<file path="config.mk">
export PLATFORM = sky130hd
export DESIGN_NAME = uart_rx
export DESIGN_NICKNAME = d
export VERILOG_FILES = /design/src/rtl/uart_rx.sv
export SDC_FILE = /design/constraint.sdc
export NUM_CORES = 1
export LEC_CHECK = 0
export ABC_CLOCK_PERIOD_IN_PS = 2090
export BUFFER_PORTS_ARGS = -buffer_cell sky130_fd_sc_hd__buf_2
export CORE_MARGIN = 2
export CORE_UTILIZATION = 58
export DETAILED_ROUTE_END_ITERATION = 7
export PLACE_DENSITY_LB_ADDON = 0.12
export REMOVE_ABC_BUFFERS = 1
export SYNTH_ARGS = -nofsm -noshare
export SYNTH_HDL_FRONTEND = slang
export SYNTH_SLANG_ARGS = --single-unit
</file>
<file path="constraint.sdc">
create_clock -name clk -period 2.09 [get_ports clk]
set_input_delay 0.3135 -clock clk [delete_from_list [all_inputs] [get_ports clk]]
set_output_delay 0.3135 -clock clk [all_outputs]
set_load 0.005 [all_outputs]
</file>
<file path="src/rtl/uart_rx.sv">
// uart_rx: 8N1 serial receiver with a mid-bit sampling FSM and a one-entry valid/ready holding register.
// Latency: from a start-bit falling edge on rx at cycle t, valid rises at t + 2 + HALF + 1 + 9*CLOCKS_PER_BIT + 1.
// Backpressure: one byte is held until it is consumed. A byte that completes while the holder is full and not being consumed is dropped and flagged on overrun.
//
// Ports:
//   clk        system clock, rising edge
//   rst        synchronous reset, active-high
//   rx         asynchronous serial line, idle high, LSB first
//   data       received byte, stable while valid=1
//   valid      data holds an unconsumed byte
//   ready      consumer accepts data when valid && ready
//   frame_err  one-cycle pulse when the stop bit is sampled low
//   overrun    one-cycle pulse when a byte is dropped because the holder is full

module uart_rx #(
  parameter int CLOCK_RATE     = 100_000_000,
  parameter int BAUD_RATE      = 115_200,
  // Must be >= 4 so that the half-bit and full-bit sample points are distinct.
  parameter int CLOCKS_PER_BIT = CLOCK_RATE / BAUD_RATE
) (
  input  logic       clk,
  input  logic       rst,
  input  logic       rx,
  output logic [7:0] data,
  output logic       valid,
  input  logic       ready,
  output logic       frame_err,
  output logic       overrun
);

  localparam int CNT_W = $clog2(CLOCKS_PER_BIT);
  localparam logic [CNT_W-1:0] CNT_LAST = CNT_W'(CLOCKS_PER_BIT - 1);
  // The start bit is confirmed at its mid-point. Every later sample is one full
  // bit period after the previous one, so all samples land mid-bit.
  localparam logic [CNT_W-1:0] CNT_HALF = CNT_W'((CLOCKS_PER_BIT - 1) / 2);

  typedef enum logic [2:0] {
    ST_IDLE      = 3'd0,
    ST_START     = 3'd1,
    ST_DATA      = 3'd2,
    ST_STOP      = 3'd3,
    ST_WAIT_HIGH = 3'd4
  } state_t;

  // Synchroniser. Both flops reset high so that reset never looks like a start bit.
  logic rx_meta_q;
  logic rx_s_q;

  state_t           state_q;
  logic [CNT_W-1:0] cnt_q;
  logic [2:0]       bit_idx_q;
  logic [7:0]       shift_q;
  logic             frame_err_q;

  // Holding register and handshake.
  logic [7:0] data_q,    data_d;
  logic       valid_q,   valid_d;
  logic       overrun_q, overrun_d;

  logic stop_sample;
  logic deliver;

  always_ff @(posedge clk) begin
    if (rst) begin
      rx_meta_q <= 1'b1;
      rx_s_q    <= 1'b1;
    end else begin
      rx_meta_q <= rx;
      rx_s_q    <= rx_meta_q;
    end
  end

  // The stop bit is sampled on this cycle. A high sample yields a good byte.
  assign stop_sample = (state_q == ST_STOP) && (cnt_q == CNT_LAST);
  assign deliver     = stop_sample && rx_s_q;

  // Receive FSM. The frame_err pulse is registered here alongside the state.
  always_ff @(posedge clk) begin
    if (rst) begin
      state_q     <= ST_IDLE;
      cnt_q       <= '0;
      bit_idx_q   <= 3'd0;
      shift_q     <= 8'h00;
      frame_err_q <= 1'b0;
    end else begin
      frame_err_q <= 1'b0;
      case (state_q)
        ST_IDLE: begin
          cnt_q <= '0;
          if (!rx_s_q) begin
            state_q <= ST_START;
          end
        end

        ST_START: begin
          if (cnt_q == CNT_HALF) begin
            cnt_q <= '0;
            if (rx_s_q) begin
              // The line went high again before mid-bit, so this was a glitch.
              state_q <= ST_IDLE;
            end else begin
              state_q   <= ST_DATA;
              bit_idx_q <= 3'd0;
            end
          end else begin
            cnt_q <= cnt_q + 1'b1;
          end
        end

        ST_DATA: begin
          if (cnt_q == CNT_LAST) begin
            cnt_q            <= '0;
            shift_q[bit_idx_q] <= rx_s_q;
            if (bit_idx_q == 3'd7) begin
              state_q <= ST_STOP;
            end else begin
              bit_idx_q <= bit_idx_q + 3'd1;
            end
          end else begin
            cnt_q <= cnt_q + 1'b1;
          end
        end

        ST_STOP: begin
          if (cnt_q == CNT_LAST) begin
            cnt_q <= '0;
            // Returning to IDLE mid-stop-bit lets a back-to-back start bit be
            // caught and gives about half a bit of slack for baud mismatch.
            if (rx_s_q) begin
              state_q <= ST_IDLE;
            end else begin
              frame_err_q <= 1'b1;
              state_q     <= ST_WAIT_HIGH;
            end
          end else begin
            cnt_q <= cnt_q + 1'b1;
          end
        end

        ST_WAIT_HIGH: begin
          // Wait here so that a held-low (break) line reports only one error.
          cnt_q <= '0;
          if (rx_s_q) begin
            state_q <= ST_IDLE;
          end
        end

        default: begin
          state_q <= ST_IDLE;
          cnt_q   <= '0;
        end
      endcase
    end
  end

  // Holding register. A delivery may coincide with the consumption of the
  // previous byte, in which case the new byte replaces it without a gap.
  always_comb begin
    data_d    = data_q;
    valid_d   = valid_q;
    overrun_d = 1'b0;
    if (deliver) begin
      if (!valid_q || ready) begin
        data_d  = shift_q;
        valid_d = 1'b1;
      end else begin
        overrun_d = 1'b1;
      end
    end else if (valid_q && ready) begin
      valid_d = 1'b0;
    end
  end

  always_ff @(posedge clk) begin
    if (rst) begin
      data_q    <= 8'h00;
      valid_q   <= 1'b0;
      overrun_q <= 1'b0;
    end else begin
      data_q    <= data_d;
      valid_q   <= valid_d;
      overrun_q <= overrun_d;
    end
  end

  assign data      = data_q;
  assign valid     = valid_q;
  assign frame_err = frame_err_q;
  assign overrun   = overrun_q;

endmodule
</file>
## After elaboration in Yosys (flattened, before gate mapping)

Index checks and enable logic that the tools add are counted.

- Register bits: 37
- Output and inout port bits: 11
- Input port bits: 4

- Eq/ne operators: 16
- Reduce and logical (&&, ||, !) cells: 17
- Muxes and demuxes: 25
- Add/subtract/negate cells: 2
- Bitwise logic cells: 3
- $lt $le $gt $ge: 2

Operators by type and width:

| kind | number |
|---|---|
| $mux 3 | 11 |
| $mux 10 | 2 |
| $pmux 10 s2 | 1 |
| $pmux 3 s5 | 1 |
| $ne 2x2->1 const B | 7 |
| $add 10x1->10 const B | 1 |
| $eq 10x10->1 const B | 1 |
| $eq 10x9->1 const B | 1 |
| $bwmux 8 | 1 |
| $eq 3x2->1 const B | 2 |
| $eq 3x3->1 const B | 2 |
| $mux 1 | 6 |
| $pmux 3 s2 | 1 |
| $reduce_and 2->1 | 3 |
| $reduce_and 6->1 | 1 |
| $reduce_and 5->1 | 1 |
| $logic_and 1x1->1 | 4 |
| $lt 3x4->1 const B | 1 |
| $ne 2x1->1 const B | 2 |
| $reduce_bool 2->1 | 2 |
| $reduce_or 2->1 | 2 |
| $add 3x1->3 const B | 1 |
| $demux 1 s3 | 1 |
| $eq 3x1->1 const B | 1 |
| 7 further kinds | 9 |

## Longest topological paths before layout

- Word-level depth: 5
- Depth in mapped cells: 6
- Mapped depth without buffers: 6

## Worst setup path before layout

No wires, ideal clock.

- Path type: reg-to-reg
- From: register cnt_q[0]
- To: register data_q[0], in the netlist data[0]
- Cell stages (with the launch flop): 7
- Buffers on the path: 1
- Clock period less this slack: 1.535 ns
- Arrival time: 1.463 ns
- Setup slack: 0.555 ns
- Path through: dfxtp_1 > ha_1 > and4bb_4 > nand4_1 > nor2b_1 > buf_4 > mux2i_1

- Word-level cells in the longest chain between the ends: 4

RTL lines:

| item | RTL line | source |
|---|---|---|
| from (decl) | 50 | `logic [CNT_W-1:0] cnt_q;` |
| from (signal assigned) | 106 | `cnt_q <= cnt_q + 1'b1;` |
| from (signal assigned) | 120 | `cnt_q <= cnt_q + 1'b1;` |
| from (signal assigned) | 136 | `cnt_q <= cnt_q + 1'b1;` |
| $eq 10x10->1 | 74 | `assign stop_sample = (state_q == ST_STOP) && (cnt_q == CNT_LAST);` |
| $logic_and 1x1->1 | 74 |  |
| $logic_and 1x1->1 | 75 | `assign deliver = stop_sample && rx_s_q;` |
| $reduce_and 2->1 (no source line) | - |  |
| to (signal assigned) | 180 | `data_q <= data_d;` |
| to (decl) | 56 | `logic [7:0] data_q, data_d;` |

No other way between the ends.
A chain may end at the register's enable or synchronous reset.

## Worst setup path after layout

- From: register cnt_q[0]
- To: register data_q[2], in the netlist data[2]

Same word-level chain as after synthesis.

==> results.tsv <==
stage	metric	value	unit
placement	RePlAce Congestion	0.790	
die	Core ar.	3030	um^2
cts	CTS clock-pin slew for the worst setup and hold paths	0.10	ns
grt	antenna violations before repair	0	
route	drt first pass iters	4	
worst_setup_path	slowest CP cell	dfxtp_1	
die	Initial Utilization	0.601	
placement	placed insts	244	
final_layout	synthesis-to-finish area growth	7.49	%
grt	first-pass GRT wire length	5450	um
final_layout	Nets	215	
cts	H-tree depth	2	
yosys	Avg Inst Size Synth	9.24	um^2
worst_setup_path	Setup CP Type	reg -> reg	
status	outcome	finished clean	
yosys	count of different cell masters after synthesis	49	
sta	Max Clock Freq	567	MHz
route	DRT antenna net count	0	
cts	Post-CTS Hold Buffers	0	
sta	minimum clock period	1.76	ns
cts	CTS Buf Count	5	
worst_setup_path	reg2reg setup slack	0.33	ns
worst_setup_path	WP buf/inv	1	
yosys	Synth area leaders	dfxtp_1 (41%), nand2b_1 (6.5%), mux2i_1 (4.4%), a21oi_1 (3.6%), nor2_1 (3.1%)	
placement	pre-CTS setup slack	0.343	ns
cts	clk_lat worst skew	0.33	ns
sta	final-report hold violation count	0	
worst_setup_path	crit-path max FO	8	
grt	Tot GR Track Use	0.198	
placement	port bufs	14	
cts	number of post-CTS setup repair buffers	0	
yosys	Post-Syn Area	1820	um^2
sta	Slew headroom	0.691	
worst_setup_path	Largest stage delay, worst path	0.41	ns
placement	HPWL after DPL	2360	um
route	Vias/cell	5.66	
yosys	Top FF cell, synth	dfxtp_1	
grt	number of global-route vias before repair	1242	
die	total die area	3600	um^2
grt	pin count of the biggest net entering global routing	28	
route	wire per inst	13.0	um
yosys	sequential share of the synthesized area	0.407	
sta	PnR worst setup slack	0.326	ns
die	Die Span X	60.0	um
worst_setup_path	Top delay family on crit path	simple AND/OR/NAND/NOR gates	
sta	Slew Limit Fails	0	
route	initial drt markers	54	
sta	Final setup viols	0	
power	static leakage	0.681	nW
worst_setup_path	critical path capture point type	register	
yosys	leading area contributor after synthesis	dfxtp_1	
yosys	top cell type's share of synthesized area	0.407	
sta	Slew @ Worst Pin	0.463	ns
yosys	Ys Warns	0	
cts	root buffer cell	clkbuf_4	
die	Rows	20	
yosys	Post-synth ARST share	0	
worst_setup_path	Critical Path AT	2.02	ns
sta	Setup Skew	0.0132	ns
worst_setup_path	crit path launch type	register	
power	maximum vdd drop	0.000512	V
sta	setup TNS	0	ns
sta	fin crit share	0.844	
route	via count	1426	
route	DRC viols	0	
final_layout	Non-Filler Instances	252	
worst_setup_path	critical path data required time	2.34	ns
hold_path	worst hold path type	in -> reg	
yosys	Post-synth EDFFs	0	
die	I/O Pins	15	
die	Die H	60.0	um
power	pwr dens	595	nW/um^2
yosys	count leader, synth	dfxtp_1	
job	Max Cap Viol	0	
route	Routed WL	3270	um
cts	TritonCTS clock tree	built	
final_layout	Antenna Diode Count	0	
yosys	commonest cells in the netlist	dfxtp_1 (37), nand2b_1 (19), nor2_1 (15)	
yosys	Yosys reg bits	37	
worst_setup_path	worst-path cell chain	ha_1 > and4bb_4 > nand4_1 > nor2b_1 > buf_4 > mux2i_1	
final_layout	share of layout cells above drive strength 1	0.159	
cts	clock buffer depth	2	
cts	Clock Sinks	37	
cts	post-CTS sizing	0	
yosys	synthesized instance count	197	
grt	grt total ovfl	0	
sta	RSZ-0062 raised after global routing	false	
-- metrics by stage --
stage / power [W] / utilization / hold slack, ns / instance area [um^2]
2_1_floorplan: 0.000746 / - / 0.383 / 1750
3_3_place_gp: 0.000760 / 0.623 / 0.395 / 1890
3_5_place_dp: 0.000762 / 0.623 / 0.411 / 1890
4_1_cts: 0.00118 / 0.646 / 0.153 / 1960
5_1_grt: 0.00121 / 0.646 / 0.146 / 1960
6_report: 0.00116 / 0.646 / 0.166 / 1960
-- sequential cells by signal, indices dropped and copies added, names as in the netlist --
name / cells
valid: 1
bit_idx_q: 3
data: 8
cnt_q: 10
shift_q: 8
frame_err: 1
rx_meta_q: 1
overrun: 1
state_q: 3
rx_s_q: 1
-- worst register-to-register path, cell delays in order (launching register included) --
cell,delay [ns]
dfxtp_1,0.41
ha_1,0.23
and4bb_4,0.32
nand4_1,0.16
nor2b_1,0.17
buf_4,0.21
mux2i_1,0.21
-- per-layer routing --
| layer | global-route usage | vias to the layer above | routed length (um) |
|---|---|---|---|
| li1 | - | 724 | - |
| met5 | 0 | - | 0 |
| met2 | 0.300 | 33 | 1490 |
| met3 | 0.0584 | 2 | 143 |
| met4 | 0.0381 | 0 | 10 |
| met1 | 0.282 | 667 | 1620 |
-- worst paths after layout --
kind	start	to	cells after the start
hold / removal	rx	rx_meta_q	2
setup / recovery	cnt_q[0]	data[2]	6
hold reg to reg	rx_meta_q	rx_s_q	1
setup reg to reg	cnt_q[0]	data[2]	6
-- kinds of logic after synthesis --
| group | count (synthesis) | share of synthesized area |
|---|---|---|
| compound gates | 36 | 0.127 |
| xor+xnor | 8 | 0.0385 |
| fa+ha+maj | 4 | 0.0275 |
| buf+inv | 16 | 0.0467 |
| flops | 37 | 0.407 |
| mux | 8 | 0.0440 |
| simple gates | 88 | 0.309 |
-- layout make-up --
cell class                 count  area, um^2
fill                         257        1070
inverter                       3        11.3
clock buffer                   7        65.1
tap                           44        55.1
multi-input combinational    144         995
clock inverter                 1        5.00
sequential                    37         741
timing repair buffer          16        85.1
-- layout by cell type (no fill, tap or decap), types with 4 or more instances in the layout --
| cell type | n |
|---|---|
| dfxtp_1 | 37 |
| ha_1 | 4 |
| mux2i_1 | 8 |
| nand3_1 | 7 |
| nand4_1 | 8 |
| nand4b_1 | 4 |
| a21oi_1 | 13 |
| clkbuf_4 | 5 |
| nand2b_1 | 19 |
| o21ai_0 | 8 |
| nor2_1 | 15 |
| buf_2 | 14 |
| nand2_1 | 6 |
| xor2_1 | 6 |
-- power breakdown --
part	internal (W)	total, W	leakage [nW]	switching [W]
Combinational	0.0000135	0.0000300	0.341	0.0000164
Sequential	0.000708	0.000716	0.299	0.00000744
Clock	0.000195	0.000418	0.0413	0.000223
Power figures use the tool's default switching activity.
